### config.mk
export PLATFORM = sky130hd
export DESIGN_NAME = sdram_avmm_arbiter
export DESIGN_NICKNAME = d
export VERILOG_FILES = /design/src/rtl/sdram_arb_pkg.sv /design/src/rtl/sdram_arb_tag_fifo.sv /design/src/rtl/sdram_avmm_arbiter.sv
export SDC_FILE = /design/constraint.sdc
export NUM_CORES = 1
export LEC_CHECK = 0
export CAP_MARGIN = 10
export CORE_AREA = 2 2 70 89
export CTS_CLUSTER_SIZE = 28
export DETAILED_ROUTE_END_ITERATION = 8
export DIE_AREA = 0 0 72 91
export PLACE_DENSITY = 0.86
export SLEW_MARGIN = 20
export SYNTH_ARGS = -nofsm -noshare
export SYNTH_HDL_FRONTEND = slang
export SYNTH_SLANG_ARGS = --single-unit
### constraint.sdc
create_clock -name clk_riscv -period 5.7 [get_ports clk_riscv]
set_clock_uncertainty 0.2 [all_clocks]
set_input_delay 0.57 -clock clk_riscv [delete_from_list [all_inputs] [get_ports clk_riscv]]
set_output_delay 0.57 -clock clk_riscv [all_outputs]
set_load 0.01 [all_outputs]
### src/rtl/sdram_arb_pkg.sv
// Shared types for the two-master SDRAM Avalon-MM arbiter.
package sdram_arb_pkg;
  typedef enum logic [1:0] {IDLE, GNT0, GNT1} arb_state_e;
  typedef logic mst_id_t;
  localparam int ARB_NUM_MST = 2;
endpackage

### src/rtl/sdram_arb_tag_fifo.sv
// Tag FIFO that records which master issued each outstanding read, in issue order.
module sdram_arb_tag_fifo
  import sdram_arb_pkg::*;
#(
  parameter int DEPTH = 4
) (
  input  logic    clk_riscv,
  input  logic    rst_in,
  input  logic    push,
  input  mst_id_t din,
  input  logic    pop,
  output logic    full,
  output logic    empty,
  output mst_id_t head
);
  localparam int AW = $clog2(DEPTH);
  localparam int CW = AW + 1;

  logic [DEPTH-1:0] mem;
  logic [AW-1:0]    wr_ptr, rd_ptr;
  logic [CW-1:0]    cnt;
  logic             do_push, do_pop;

  assign empty   = (cnt == '0);
  assign full    = (cnt == CW'(DEPTH));
  assign do_pop  = pop & ~empty;
  // A push into a full FIFO is only safe when a pop frees the head slot this cycle.
  assign do_push = push & (~full | do_pop);
  assign head    = mem[rd_ptr];

  always_ff @(posedge clk_riscv or negedge rst_in) begin
    if (!rst_in) begin
      mem    <= '0;
      wr_ptr <= '0;
      rd_ptr <= '0;
      cnt    <= '0;
    end else begin
      if (do_push) begin
        mem[wr_ptr] <= din;
        wr_ptr      <= wr_ptr + AW'(1);
      end
      if (do_pop) rd_ptr <= rd_ptr + AW'(1);
      case ({do_push, do_pop})
        2'b10:   cnt <= cnt + CW'(1);
        2'b01:   cnt <= cnt - CW'(1);
        default: cnt <= cnt;
      endcase
    end
  end
endmodule

### src/rtl/sdram_avmm_arbiter.sv
// Two-master Avalon-MM arbiter in front of the SDR SDRAM controller slave.
// SDRAM_ARB_FIXED_PRIO_EN: port 0 wins every tie (no round-robin state).
module sdram_avmm_arbiter
  import sdram_arb_pkg::*;
#(
  parameter int ADDR_W    = 22,
  parameter int DATA_W    = 16,
  parameter int MAX_OUTST = 4
) (
  input  logic                clk_riscv,
  input  logic                rst_in,
  input  logic [ADDR_W-1:0]   m0_address,
  input  logic                m0_read,
  input  logic                m0_write,
  input  logic [DATA_W-1:0]   m0_writedata,
  input  logic [DATA_W/8-1:0] m0_byteenable,
  output logic                m0_waitrequest,
  output logic [DATA_W-1:0]   m0_readdata,
  output logic                m0_readdatavalid,
  input  logic [ADDR_W-1:0]   m1_address,
  input  logic                m1_read,
  input  logic                m1_write,
  input  logic [DATA_W-1:0]   m1_writedata,
  input  logic [DATA_W/8-1:0] m1_byteenable,
  output logic                m1_waitrequest,
  output logic [DATA_W-1:0]   m1_readdata,
  output logic                m1_readdatavalid,
  output logic [ADDR_W-1:0]   s_address,
  output logic                s_read,
  output logic                s_write,
  output logic [DATA_W-1:0]   s_writedata,
  output logic [DATA_W/8-1:0] s_byteenable,
  input  logic                s_waitrequest,
  input  logic [DATA_W-1:0]   s_readdata,
  input  logic                s_readdatavalid,
  output logic                err_rdv
);
  arb_state_e             state, state_nxt;
  logic [ARB_NUM_MST-1:0] rd, wr, cand;
  mst_id_t                gnt_id, sel;
  logic                   drv, push, pop;
  logic                   fifo_full, fifo_empty;
  mst_id_t                fifo_head;

  assign rd   = {m1_read, m0_read};
  assign wr   = {m1_write, m0_write};
  // Reads need a free tag slot; writes never do.
  assign cand = wr | (rd & {ARB_NUM_MST{~fifo_full}});

`ifdef SDRAM_ARB_FIXED_PRIO_EN
  assign gnt_id = cand[0] ? 1'b0 : 1'b1;
`else
  mst_id_t last;
  assign gnt_id = (&cand) ? ~last : (cand[0] ? 1'b0 : 1'b1);

  always_ff @(posedge clk_riscv or negedge rst_in) begin
    if (!rst_in)                    last <= 1'b1;
    else if (state == IDLE && |cand) last <= gnt_id;
  end
`endif

  always_ff @(posedge clk_riscv or negedge rst_in) begin
    if (!rst_in) state <= IDLE;
    else         state <= state_nxt;
  end

  always_comb begin
    state_nxt      = state;
    drv            = 1'b0;
    sel            = 1'b0;
    push           = 1'b0;
    s_address      = '0;
    s_read         = 1'b0;
    s_write        = 1'b0;
    s_writedata    = '0;
    s_byteenable   = '0;
    m0_waitrequest = 1'b1;
    m1_waitrequest = 1'b1;
    case (state)
      IDLE:    if (|cand) state_nxt = gnt_id ? GNT1 : GNT0;
      GNT0:    drv = 1'b1;
      GNT1:    begin drv = 1'b1; sel = 1'b1; end
      default: state_nxt = IDLE;
    endcase
    if (drv) begin
      s_address    = sel ? m1_address    : m0_address;
      s_read       = sel ? m1_read       : m0_read;
      s_write      = sel ? m1_write      : m0_write;
      s_writedata  = sel ? m1_writedata  : m0_writedata;
      s_byteenable = sel ? m1_byteenable : m0_byteenable;
      if (sel) m1_waitrequest = s_waitrequest;
      else     m0_waitrequest = s_waitrequest;
      push = s_read & ~s_waitrequest;
      // Leave on accept, or if the master abandons its request mid-grant.
      if (((s_read | s_write) & ~s_waitrequest) | ~(s_read | s_write))
        state_nxt = IDLE;
    end
  end

  sdram_arb_tag_fifo #(.DEPTH(MAX_OUTST)) u_tag_fifo (
    .clk_riscv (clk_riscv),
    .rst_in    (rst_in),
    .push      (push),
    .din       (sel),
    .pop       (pop),
    .full      (fifo_full),
    .empty     (fifo_empty),
    .head      (fifo_head)
  );

  assign pop              = s_readdatavalid & ~fifo_empty;
  assign m0_readdatavalid = pop & ~fifo_head;
  assign m1_readdatavalid = pop &  fifo_head;
  assign m0_readdata      = rst_in ? s_readdata : '0;
  assign m1_readdata      = rst_in ? s_readdata : '0;

  always_ff @(posedge clk_riscv or negedge rst_in) begin
    if (!rst_in)                              err_rdv <= 1'b0;
    else if (s_readdatavalid && fifo_empty)   err_rdv <= 1'b1;
  end
endmodule

== Word level (Yosys, flattened, before mapping) ==
Index checks and enable logic that the tools add are counted.

* Memories kept: 0
* RAM bits: 0
* Output and inout bits: 79
* Input bits: 104
* Latch bits: 0
* Bits in read-only memories: 0
* Flip-flop bits (word level): 15

* Divide/modulo/power cells: 0
* Equal/unequal tests: 5
* Magnitude comparators: 3
* Add/subtract/negate cells: 4
* Shift-type cells: 0
* Reductions and logical operators: 9
* Bitwise logic cells: 18
* $mul: 0
* Mux-type cells: 31

{| class="wikitable"
|+ Operators with widths
! operator !! number
|-
| 16-bit two-way mux || 3
|-
| 22-bit two-way mux || 2
|-
| 1-bit two-way mux || 15
|-
| 2-bit two-way mux || 6
|-
| 1-bit AND || 7
|-
| 2-bit by 3-bit less-than comparator with 1-bit output (second input constant) || 2
|-
| 1-bit NOT || 6
|-
| 3-bit one-hot mux with 2 select lines || 1
|-
| 2-bit by 1-bit adder with 2-bit output (second input constant) || 2
|-
| 4-bit bitwise mux || 1
|-
| 2-bit by 1-bit equality test with 1-bit output (second input constant) || 2
|-
| 2-bit equality test (second input constant) || 2
|-
| 2-bit one-hot mux with 2 select lines || 1
|-
| 2-bit OR reduction || 2
|-
| 3-bit by 1-bit adder with 3-bit output (second input constant) || 1
|-
| 3-bit equality test (second input constant) || 1
|-
| 1-bit logical AND || 3
|-
| 3-bit logical NOT || 1
|-
| 1-bit OR || 3
|-
| 3-bit by 1-bit subtractor with 3-bit output (second input constant) || 1
|-
| 2-bit AND || 1
|-
| 1-bit binary-select mux with 2-bit select || 1
|-
| 1-bit demux with 2-bit select || 1
|-
| 2-bit by 1-bit >= comparator with 1-bit output (second input constant) || 1
|-
| 4 further kinds || 4
|}

== Longest topological paths before layout ==
Gate-level depths: netlist (run 1).

* Depth after elaboration: 11
* Gate-level depth with buffers: 12

== Hierarchy ==
From an unflattened synthesis (run 1), not the netlist that was laid out.

* Cell total of the unflattened synthesis: 212
* Area total of the unflattened synthesis: 1861.8 um^2

{| class="wikitable"
|+ Modules (own cells, without submodules)
! module !! instances !! area each (um^2) !! cells each !! sequential area each (um^2)
|-
| sdram_avmm_arbiter || 1 || 1243.7 || 162 || 101.3
|-
| sdram_arb_tag_fifo || 1 || 618.1 || 50 || 275.3
|}

== Worst setup path before layout (run 1) ==
No wires, ideal clock.

* Kind: reg2reg
* From: reg state[0]
* To: reg u_tag_fifo.cnt[2]
* Slack: 3.300 ns
* Library setup time: 0.079 ns
* Stages on the path, launching flop included: 13
* Data arrival time: 2.121 ns
* Buffers on the path: 1
* Clock period less this slack: 2.400 ns
* Path through: dfrtp_1 > inv_1 > ha_1 > buf_4 > mux2i_1 > nor3b_4 > inv_1 > ha_1 > inv_1 > fa_1 > xor2_1 > nor2_1 > xor2_1

* Longest elaborated chain between the ends: 8
* Elaborated cells between the ends (all ways): 13
* Classes of those cells: eq/ne (4); mux (5); bitwise (2); reduce/logical (2)

{| class="wikitable"
|+ Ends and longest elaborated chain
! item !! RTL line !! text
|-
| start: declaration || sdram_avmm_arbiter.sv:38 || <nowiki>arb_state_e state, state_nxt;</nowiki>
|-
| start signal: assignment || sdram_avmm_arbiter.sv:64 || <nowiki>else state <= state_nxt;</nowiki>
|-
| 2-bit equality test * || sdram_avmm_arbiter.sv:79 || <nowiki>case (state)</nowiki>
|-
| 1-bit two-way mux * || sdram_avmm_arbiter.sv:79 ||
|-
| via sel || sdram_avmm_arbiter.sv:40 || <nowiki>mst_id_t gnt_id, sel;</nowiki>
|-
| 1-bit two-way mux * || sdram_avmm_arbiter.sv:87 || <nowiki>s_read = sel ? m1_read : m0_read;</nowiki>
|-
| 1-bit AND * || sdram_avmm_arbiter.sv:93 || <nowiki>push = s_read & ~s_waitrequest;</nowiki>
|-
| 1-bit two-way mux * || sdram_avmm_arbiter.sv:85 || <nowiki>if (drv) begin</nowiki>
|-
| 1-bit AND * || sdram_arb_tag_fifo.sv:28 || <nowiki>assign do_push = push & (~full | do_pop);</nowiki>
|-
| 2-bit by 1-bit equality test with 1-bit output or 2-bit equality test (tied branches) || sdram_arb_tag_fifo.sv:43 || <nowiki>case ({do_push, do_pop})</nowiki>
|-
| 3-bit one-hot mux with 2 select lines or 2-bit nonzero test (tied branches) || -- ||
|-
| end signal: assignment || sdram_arb_tag_fifo.sv:44 || <nowiki>2'b10: cnt <= cnt + CW'(1);</nowiki>
|-
| end signal: assignment || sdram_arb_tag_fifo.sv:45 || <nowiki>2'b01: cnt <= cnt - CW'(1);</nowiki>
|-
| end signal: assignment || sdram_arb_tag_fifo.sv:46 || <nowiki>default: cnt <= cnt;</nowiki>
|-
| end: declaration || sdram_arb_tag_fifo.sv:21 || <nowiki>logic [CW-1:0] cnt;</nowiki>
|}

Mark *: on every way through the listed nets, which the timed path passes. The rest lies on a longest branch.
A chain may end at the register's enable or synchronous reset.

== Final worst setup path (run 1) ==
* From: reg state[0]
* To: out s_address[5]

* Longest elaborated chain between the ends: 4
* Elaborated cells between the ends (all ways): 7
* Classes of those cells: eq/ne (2); mux (4); reduce/logical (1)

{| class="wikitable"
|+ Ends and longest elaborated chain
! item !! RTL line !! text
|-
| 2-bit equality test || sdram_avmm_arbiter.sv:79 ||
|-
| 1-bit two-way mux || sdram_avmm_arbiter.sv:79 ||
|-
| via sel || sdram_avmm_arbiter.sv:40 ||
|-
| 22-bit two-way mux || sdram_avmm_arbiter.sv:86 || <nowiki>s_address = sel ? m1_address : m0_address;</nowiki>
|-
| 22-bit two-way mux || sdram_avmm_arbiter.sv:85 ||
|-
| end: declaration || sdram_avmm_arbiter.sv:28 || <nowiki>output logic [ADDR_W-1:0] s_address,</nowiki>
|}

The timed path passes the listed nets, and every way through them passes these cells.

==> key figures, run 1 <==
Global route
  – First-pass GRT wire length: 9.69 mm
  – Initial antenna violation count: 0
  – Number of global-route vias before repair: 2088
  – Global-route usage over all layers: 0.185
  – Gr ovfl total: 0
  – Largest net degree at the start of global routing: 45

Cells and area
  – Share of layout cells above drive strength 1: 0.0464
  – Final Core Density: 0.637
  – Synth-to-Final Area Change: 96.6%
  – Final #Nets: 479
  – Antenna cells: 0

Synth
  – Synth Flop Type: dfrtp_1
  – Syn. warnings: 0
  – EDFF count, synth: 0
  – Distinct cells, synth: 32
  – Post-synth top cells: mux2i_1, nor2b_1, and2_1, buf_4, dfrtp_1
  – Async S/R FF share, synth: 1.00
  – Seq/Total Area, Yosys: 0.204
  – Top post-synthesis cells by area: mux2i_1, dfrtp_1, nor2b_1, buf_4, and2_1
  – Synth Cell Area: 0.00185 sq mm
  – Syn nets: 318
  – Area share of the largest cell type after synthesis: 0.233
  – Mean post-synth cell area: 8.96 sq um
  – Gate Count Post-Synth: 206
  – Synth area leader: mux2i_1
  – Most common cell in the netlist: mux2i_1
  – Synthesis-stage register bit count: 15

Placement
  – GP Congestion: 0.830
  – Post-detail-place hpwl: 5.08 mm
  – Port Buf Inserts: 182

Route
  – Drt first-iter violations: 88
  – Vias per inst: 4.68
  – TritonRoute pass-1 iters: 4
  – Routed Antenna Nets: 0
  – DR vias: 2023
  – DRC: 0
  – WL/cell: 13.8 um
  – Final WL: 5.94 mm

Timing
  – Slew Limit Fails: 0
  – Tmin final: 3.60 ns
  – Setup-violating endpoint count in the final report: 0
  – Tcrit/Tclk final: 0.631
  – Sum Neg Setup Slack: 0 ns
  – Fin. Hold Viols: 0
  – Peak Freq: 278 MHz
  – Worst-margin pin slew: 1.03 ns
  – Slew margin rel.: 0.316
  – RSZ-0062 raised after global routing: no

Worst setup path
  – Critical Path Source Type: register
  – Largest stage delay, worst path: 0.87 ns
  – WP data required: 4.93 ns
  – Top Family by Delay on Critical Path: buffers and inverters
  – Critical path class: register to output port
  – Crit-path max FO: 37
  – Worst path arrival time: 2.83 ns
  – CP Cell Sequence: inv_1, ha_2, buf_4, mux2i_1, nor2b_1, clkdlybuf4s50_1
  – Crit path capture type: output port
  – Worst Path Buf+Inv: 3
  – Slowest cell on the critical path: ha_2

Clocking
  – CTS tree: done
  – Num CTS Buffers: 3
  – Max clock buf depth: 2
  – Post-CTS resize count: 0
  – Root Driver: clkbuf_8
  – H-tree lvl count: 1
  – Setup Buffers After CTS: 0
  – CTS Sinks: 15
  – Worst-path clk slew: 0.06 ns
  – Clock insertion delay at the later pin of the skew report: 0.25 ns
  – Post-cts hold buffer count: 0

Die
  – Die Wd: 72 um
  – Die ar.: 0.00655 sq mm
  – Num rows: 31
  – Die height: 91 um
  – Initial Util: 0.324
  – Core area: 0.00570 sq mm
  – Ports: 183

Power
  – VDD IR max: 0.213 mV
  – Leakage power: 1.42 nW
  – Pwr/cell area: 400 mW/mm^2

Hold path
  – Worst min path class: input pin to async pin

Outcome
  – Status: finished, final reports clean

Flow run
  – Max_cap viols: 0
## state kept, by name, indices dropped and copies added (netlist names)
signal             count
u_tag_fifo.cnt         3
last                   1
state                  2
err_rdv                1
u_tag_fifo.wr_ptr      2
u_tag_fifo.rd_ptr      2
u_tag_fifo.mem         4
## layout make-up
class | instances | area [sq um]
clock buffers | 4 | 45.0
fillers | 481 | 2070
inverters | 10 | 37.5
multi-input cells | 154 | 1260
flip-flops and latches | 15 | 377
well taps | 66 | 82.6
repair buffers | 183 | 1820
## routing by layer
| metal | up-vias | share of wire | global-route usage |
|---|---|---|---|
| met5 | - | 0 | 0 |
| met4 | 0 | 0.011 | 0.0519 |
| met3 | 6 | 0.12 | 0.0555 |
| met2 | 131 | 0.53 | 0.353 |
| met1 | 904 | 0.34 | 0.189 |
| li1 | 982 | - | - |
## report_power, final
part | total [W] | switching, W | internal [W]
logic | 0.00116 | 0.000480 | 0.000675
registers | 0.000210 | 0.0000486 | 0.000161
clock network | 0.0000855 | 0.0000360 | 0.0000495
total | 0.00145 | 0.000565 | 0.000886
## cells by family (layout without fill, tap and decap cells)
family / count (synthesis) / after routing / share of synthesized area
AOI/OAI and AO/OA: 12 / 12 / 0.0420
xor gates and xnor gates: 6 / 6 / 0.0285
adders and majority gates: 8 / 8 / 0.0583
buffers and inverters: 37 / 197 / 0.114
DFF: 15 / 15 / 0.204
muxes: 48 / 48 / 0.278
and+or+nand+nor: 80 / 80 / 0.276
## per-stage QoR
step | cells | cell area, sq um | hold WS [ns] | power, W | worst slack [ns]
2_1_floorplan | 206 | 1850 | 0.0744 | 0.000846 | 3.30
3_3_place_gp | 428 | 3590 | 0.275 | 0.00136 | 2.36
3_5_place_dp | 428 | 3590 | 0.292 | 0.00138 | 2.32
4_1_cts | 432 | 3630 | 0.300 | 0.00147 | 2.05
5_1_grt | 432 | 3630 | 0.140 | 0.00156 | 1.89
6_report | 432 | 3630 | 0.0786 | 0.00145 | 2.10
## layout by cell type (no fill, tap or decap), types with 2 or more instances in the layout
master,Yosys,routed
clkdlybuf4s50_1,0,181
mux2i_1,43,43
nor2b_1,42,42
and2_1,18,18
dfrtp_1,14,14
inv_1,9,9
nand2_1,6,6
o21ai_0,5,5
ha_1,7,5
nor2_1,4,4
xnor2_1,4,4
mux2_4,4,4
nand2b_1,3,3
clkbuf_8,0,3
nor4b_2,2,2
o31ai_1,2,2
xor2_1,2,2
ha_2,0,2
## path summary, 6_finish.rpt
kind | cells after the start | end | start | slack [ns]
max reg2reg | 11 | u_tag_fifo.cnt[2] | state[0] | 2.39
min | 1 | u_tag_fifo.mem[1] | rst_in | 0.08
min in group clk_riscv | 1 | err_rdv | err_rdv | 0.29
max | 6 | s_address[5] | state[0] | 2.10
max in group asynchronous | 1 | last | rst_in | 4.86
min reg2reg | 1 | err_rdv | err_rdv | 0.29
No activity file was read; power rests on OpenSTA's default activity.
==> run 2, diff against run 1 <==
Settings changed: CORE_AREA 2 2 70 89 to 2 2 77 98, DIE_AREA 0 0 72 91 to 0 0 79 100, PLACE_DENSITY 0.86 to 0.75.
Clock period 5.7 ns to 3.1 ns, I/O delays scaled along.
==> run 2 against run 1 <==
  * Via count about the same
  * Combinational power increased by 85%
  * Non-clock buffer count increased by 4
  * Sequential share of layout area decreased by 0.19 points
  * Wire length increased by 4.3%
  * Final cell count increased by 6.9%
  * First-iteration DRC count decreased by 30%
==> key figures, run 2 (same netlist as run 1, synthesis figures left out) <==
Outcome
  – Status: finished, final reports clean

Global route
  – Gr ovfl total: 0 (unchanged)
  – Largest net degree at the start of global routing: 44 (-2.2%)
  – Number of global-route vias before repair: 1975 (-5.4%)
  – Global-route usage over all layers: 0.148 (-0.0372)
  – First-pass GRT wire length: 9.30 mm (-4.1%)
  – Initial antenna violation count: 0 (unchanged)

Clocking
  – CTS tree: done
  – Post-cts hold buffer count: 0 (unchanged)
  – H-tree lvl count: 1 (unchanged)
  – Setup Buffers After CTS: 0 (unchanged)
  – Root Driver: clkbuf_8
  – Num CTS Buffers: 3 (unchanged)
  – Worst-path clk slew: 0.06 ns (about the same)
  – Max clock buf depth: 2 (unchanged)
  – CTS Sinks: 15 (unchanged)
  – Clock insertion delay at the later pin of the skew report: 0.25 ns (about the same)
  – Post-CTS resize count: 0 (unchanged)

Placement
  – GP Congestion: 0.786 (-5.4%)
  – Port Buf Inserts: 182 (unchanged)
  – Dpl cells: 458 (+7.0%)
  – Post-DP Area: 0.00365 sq mm (+1.7%)
  – Post-detail-place hpwl: 5.29 mm (+4.1%)

Worst setup path
  – Worst r2r path cells: 11 (unchanged)
  – Critical path class: register to output port
  – Critical Path Source Type: register
  – CP Cell Sequence: inv_1, ha_2, buf_4, mux2i_1, nor2b_1, clkdlybuf4s50_1
  – Largest stage delay, worst path: 0.58 ns (-0.29 ns)
  – FF-to-FF End: u_tag_fifo.cnt[2]
  – Crit-path max FO: 35 (-5.4%)
  – WP data required: 2.59 ns (-2.34 ns)
  – Crit path capture type: output port
  – Slowest cell on the critical path: clkdlybuf4s50_1
  – Worst Path Buf+Inv: 3 (unchanged)
  – Worst path arrival time: 2.39 ns (-0.44 ns)
  – Crit path depth: 6 (unchanged)
  – Top Family by Delay on Critical Path: buffers and inverters
  – Reg2reg setup slack: 0.56 ns (-1.83 ns)
  – Worst r2r src: state[0]

Die
  – Die ar.: 0.00790 sq mm (+21%)
  – Num rows: 35 (+13%)
  – Die Wd: 79 um (+9.7%)
  – Die height: 100 um (+9.9%)
  – Core area: 0.00709 sq mm (+24%)
  – Ports: 183 (unchanged)
  – Initial Util: 0.260 (-0.0636)

Timing
  – Slew margin rel.: 0.629 (+0.313)
  – Setup-violating endpoint count in the final report: 0 (unchanged)
  – Tmin final: 2.90 ns
  – Slew Limit Fails: 0 (unchanged)
  – Tcrit/Tclk final: 0.936
  – Worst-margin pin slew: 0.557 ns (-0.469 ns)
  – Fin. Hold Viols: 0 (unchanged)
  – Sum Neg Setup Slack: 0 ns (unchanged)
  – RSZ-0062 raised after global routing: no
  – Peak Freq: 345 MHz

Route
  – DR vias: 2021 (-0.099%)
  – Final WL: 6.20 mm (+4.3%)
  – Vias per inst: 4.37 (-6.6%)
  – DRC: 0 (unchanged)
  – Routed Antenna Nets: 0 (unchanged)
  – Drt first-iter violations: 62 (-30%)
  – WL/cell: 13.4 um (-2.5%)
  – TritonRoute pass-1 iters: 4 (unchanged)

Cells and area
  – Fin area: 0.00370 sq mm (+1.8%)
  – Antenna cells: 0 (unchanged)
  – Multi-input logic area: 0.00126 sq mm (-0.20%)
  – Post-Layout Cell Count: 462 (+6.9%)
  – Register area: 377 sq um (unchanged)
  – Largest regs: u_tag_fifo.mem: 4 flops, u_tag_fifo.cnt: 3 flops
  – Biggest register: u_tag_fifo.mem
  – Share of layout cells above drive strength 1: 0.0541 (+0.00761)
  – Commonest non-fill, non-tap cell in the layout: clkdlybuf4s50_1
  – Final #Nets: 483 (+0.84%)
  – Most frequent cells in the layout: clkdlybuf4s50_1, mux2i_1, nor2b_1, and2_1, dfrtp_1
  – Synth-to-Final Area Change: 100%
  – Filler cells: 673 (+40%)
  – Max FFs per register: 4 (unchanged)

Hold path
  – Worst min path class: input pin to async pin

Power
  – Leakage power: 1.44 nW (+1.7%)
  – Pwr/cell area: 730 mW/mm^2 (+83%)
  – VDD IR max: 0.429 mV (+100%)

Flow run
  – Max_cap viols: 0 (unchanged)
## run 2: cell types whose count changed in the layout (fill, tap and decap cells not counted), sizes merged
cell,change
clkdlybuf4s50,+1
clkinv,+1
buf,+3
clkbuf,-1
## run 2: worst max-delay path by stage
stage | end | from | slack [ns]
floorplan | u_tag_fifo.cnt[2] | state[0] | 0.70
global placement | s_address[6] | state[0] | 0.47
detailed placement | u_tag_fifo.cnt[2] | s_readdatavalid | 0.44
CTS | s_address[5] | state[0] | 0.17
global route | s_address[6] | state[0] | 0.05
finish | s_address[5] | state[0] | 0.20
## run 2: per-stage QoR
| step | hold WS, ns | total power, W | worst slack (ns) | utilization |
|---|---|---|---|---|
| after CTS | 0.188 | 0.00274 | 0.170 | 0.521 |
| after global placement | 0.274 | 0.00253 | 0.472 | 0.515 |
| after floorplan | -0.186 | 0.00155 | 0.700 | - |
| final | 0.199 | 0.00270 | 0.200 | 0.521 |
| after global routing | 0.233 | 0.00291 | 0.0463 | 0.521 |
| after detailed placement | 0.277 | 0.00256 | 0.443 | 0.515 |
## run 2: layout make-up
cell class	instances	area share
Clock buffer	3	0.0112
Inverter	10	0.0102
Multi-Input combinational cell	154	0.341
Clock inverter	1	0.00135
Sequential cell	15	0.102
Tap cell	92	0.0311
Timing Repair Buffer	187	0.503
## run 2: worst register-to-register path: stages, from the launching register on
cell,delay [ns]
dfrtp_1,0.38
inv_1,0.10
ha_2,0.21
mux2i_1,0.35
nor3b_4,0.12
inv_1,0.08
ha_1,0.18
inv_1,0.06
fa_1,0.38
xor2_1,0.15
nor2_1,0.11
xor2_1,0.15
## run 2: report_power, final
group	internal, W	leakage [nW]	switching (W)
Clock	0.0000890	0.0255	0.0000708
Sequential	0.000296	0.181	0.0000931
Combinational	0.00125	1.24	0.000904
Total	0.00163	1.44	0.00107
## run 2: layer usage
layer	up-vias	global-route usage	part of all wire
met4	0	0.0451	0.010
li1	994	-	-
met5	-	0	0
met2	135	0.266	0.50
met1	888	0.160	0.36
met3	4	0.0558	0.13
==> run 3, diff against run 2 <==
Settings changed: CORE_AREA 2 2 77 98 to 2 2 76 96, CTS_BUF_LIST from default to sky130_fd_sc_hd__clkbuf_8, DIE_AREA 0 0 79 100 to 0 0 78 98, PLACE_DENSITY 0.75 to 0.78.
==> run 3 against run 2 <==
  * Combinational power about the same
  * Sequential share of layout area about the same
  * Clock power decreased by 5%
  * Largest cell class unchanged
==> key figures, run 3 (same netlist as run 1, synthesis figures left out) <==
Outcome
  – Status: finished, final reports clean

Die
  – Num rows: 34 (-2.9%)
  – Ports: 183 (unchanged)
  – Die ar.: 0.00764 sq mm (-3.2%)
  – Initial Util: 0.271 (+0.0110)
  – Die height: 98 um (-2.0%)
  – Die Wd: 78 um (-1.3%)
  – Core area: 0.00681 sq mm (-4.1%)

Clocking
  – Clock insertion delay at the later pin of the skew report: 0.24 ns (about the same)
  – Post-CTS resize count: 0 (unchanged)
  – Num CTS Buffers: 3 (unchanged)
  – Setup Buffers After CTS: 0 (unchanged)
  – Max clock buf depth: 2 (unchanged)
  – CTS Sinks: 15 (unchanged)
  – Worst-path clk slew: 0.06 ns (about the same)
  – Root Driver: clkbuf_8
  – CTS tree: done
  – Post-cts hold buffer count: 0 (unchanged)
  – H-tree lvl count: 1 (unchanged)

Flow run
  – Max_cap viols: 0 (unchanged)

Route
  – DR vias: 2069 (+2.4%)
  – Vias per inst: 4.50 (+2.8%)
  – WL/cell: 14.1 um (+5.1%)
  – TritonRoute pass-1 iters: 4 (unchanged)
  – Routed Antenna Nets: 0 (unchanged)
  – DRC: 0 (unchanged)
  – Final WL: 6.48 mm (+4.6%)
  – Drt first-iter violations: 74 (+19%)

Cells and area
  – Filler cells: 622 (-7.6%)
  – Synth-to-Final Area Change: 100%
  – Final Core Density: 0.543 (+0.0215)
  – Commonest non-fill, non-tap cell in the layout: clkdlybuf4s50_1
  – Max FFs per register: 4 (unchanged)
  – Largest regs: u_tag_fifo.mem: 4 flops, u_tag_fifo.cnt: 3 flops
  – Register area: 377 sq um (unchanged)
  – Final #Nets: 483 (unchanged)
  – Post-Layout Cell Count: 460 (-0.43%)
  – Biggest register: u_tag_fifo.mem
  – Share of layout cells above drive strength 1: 0.0514 (-0.00270)
  – Multi-input logic area: 0.00126 sq mm (unchanged)
  – Most frequent cells in the layout: clkdlybuf4s50_1, mux2i_1, nor2b_1, and2_1, dfrtp_1
  – Antenna cells: 0 (unchanged)

Placement
  – Dpl cells: 456 (-0.44%)
  – Worst slack, placed: 0.505 ns (+0.0620 ns)
  – Port Buf Inserts: 182 (unchanged)
  – GP Congestion: 0.876 (+12%)
  – Post-detail-place hpwl: 5.68 mm (+7.4%)

Worst setup path
  – Worst r2r path cells: 11 (unchanged)
  – WP data required: 2.59 ns (about the same)
  – Crit-path max FO: 27 (-23%)
  – Worst path arrival time: 2.20 ns (-0.19 ns)
  – Worst r2r src: state[0]
  – Critical path class: register to output port
  – Crit path capture type: output port
  – FF-to-FF End: u_tag_fifo.cnt[2]
  – Critical Path Source Type: register
  – Reg2reg setup slack: 0.58 ns (+0.02 ns)

Timing
  – Tcrit/Tclk final: 0.874 (-0.0615)
  – Setup-violating endpoint count in the final report: 0 (unchanged)
  – Sum Neg Setup Slack: 0 ns (unchanged)
  – Slew margin rel.: 0.689 (+0.0604)
  – Worst-margin pin slew: 0.464 ns (-0.0921 ns)
  – Peak Freq: 369 MHz (+7.0%)
  – Slew Limit Fails: 0 (unchanged)
  – RSZ-0062 raised after global routing: no
  – Fin. Hold Viols: 0 (unchanged)
  – Fin worst setup slack: 0.390 ns (+0.191 ns)
  – Tmin final: 2.71 ns (-0.191 ns)

Hold path
  – Hold Path End: err_rdv
  – Worst hold stages: 1
  – Worst min path class: register to register
  – Hold_sp: err_rdv

Global route
  – First-pass GRT wire length: 10.2 mm (+9.3%)
  – Gr ovfl total: 0 (unchanged)
  – Global-route usage over all layers: 0.167 (+0.0192)
  – Number of global-route vias before repair: 2088 (+5.7%)
  – Largest net degree at the start of global routing: 44 (unchanged)
  – Initial antenna violation count: 0 (unchanged)

Power
  – Power, Total: 0.00269 W (-0.53%)
  – Pwr/cell area: 727 mW/mm^2 (-0.43%)
  – Leakage power: 1.44 nW (about the same)
  – VDD IR max: 0.408 mV (-4.8%)
## run 3: metal layers
| metal | part of all wire | wire length (um) | global-route usage |
|---|---|---|---|
| met5 | 0 | 0 | 0 |
| met2 | 0.49 | 3200 | 0.314 |
| met3 | 0.14 | 930 | 0.0712 |
| met4 | 0.013 | 85 | 0.0445 |
| met1 | 0.35 | 2260 | 0.167 |
## run 3: power by group
group          switching [W]  internal, W  total, W
Sequential         0.0000856     0.000297  0.000382
Clock              0.0000645    0.0000875  0.000152
Combinational       0.000910      0.00124   0.00215
## run 3: area by class of cell
cell class	instances	area share
Clock buffer	3	0.0112
Inverter	10	0.0102
Multi-Input combinational cell	154	0.342
Timing Repair Buffer	187	0.503
Sequential cell	15	0.102
Clock inverter	1	0.00102
Tap cell	90	0.0305
## run 3: worst max-delay path by stage
stage	cells past startpoint	start	to
3_5_place_dp	10	s_readdatavalid	u_tag_fifo.cnt[2]
6_report	6	state[0]	s_address[5]
5_1_grt	6	state[0]	s_address[6]
4_1_cts	6	state[0]	s_address[5]
2_1_floorplan	12	state[0]	u_tag_fifo.cnt[2]
3_3_place_gp	10	s_readdatavalid	u_tag_fifo.cnt[2]
## run 3: critical path: stages (launching register included)
cell and delay, ns:
dfrtp_1 0.37, inv_1 0.10, ha_2 0.21, buf_4 0.39, mux2i_1 0.16, nor2b_1 0.14, clkdlybuf4s50_1 0.57
## run 3: metrics by stage
step           area (sq um)  hold WS (ns)
2_1_floorplan          1850        -0.186
3_3_place_gp           3650         0.250
3_5_place_dp           3650         0.254
4_1_cts                3690         0.263
5_1_grt                3690         0.281
6_report               3690         0.257
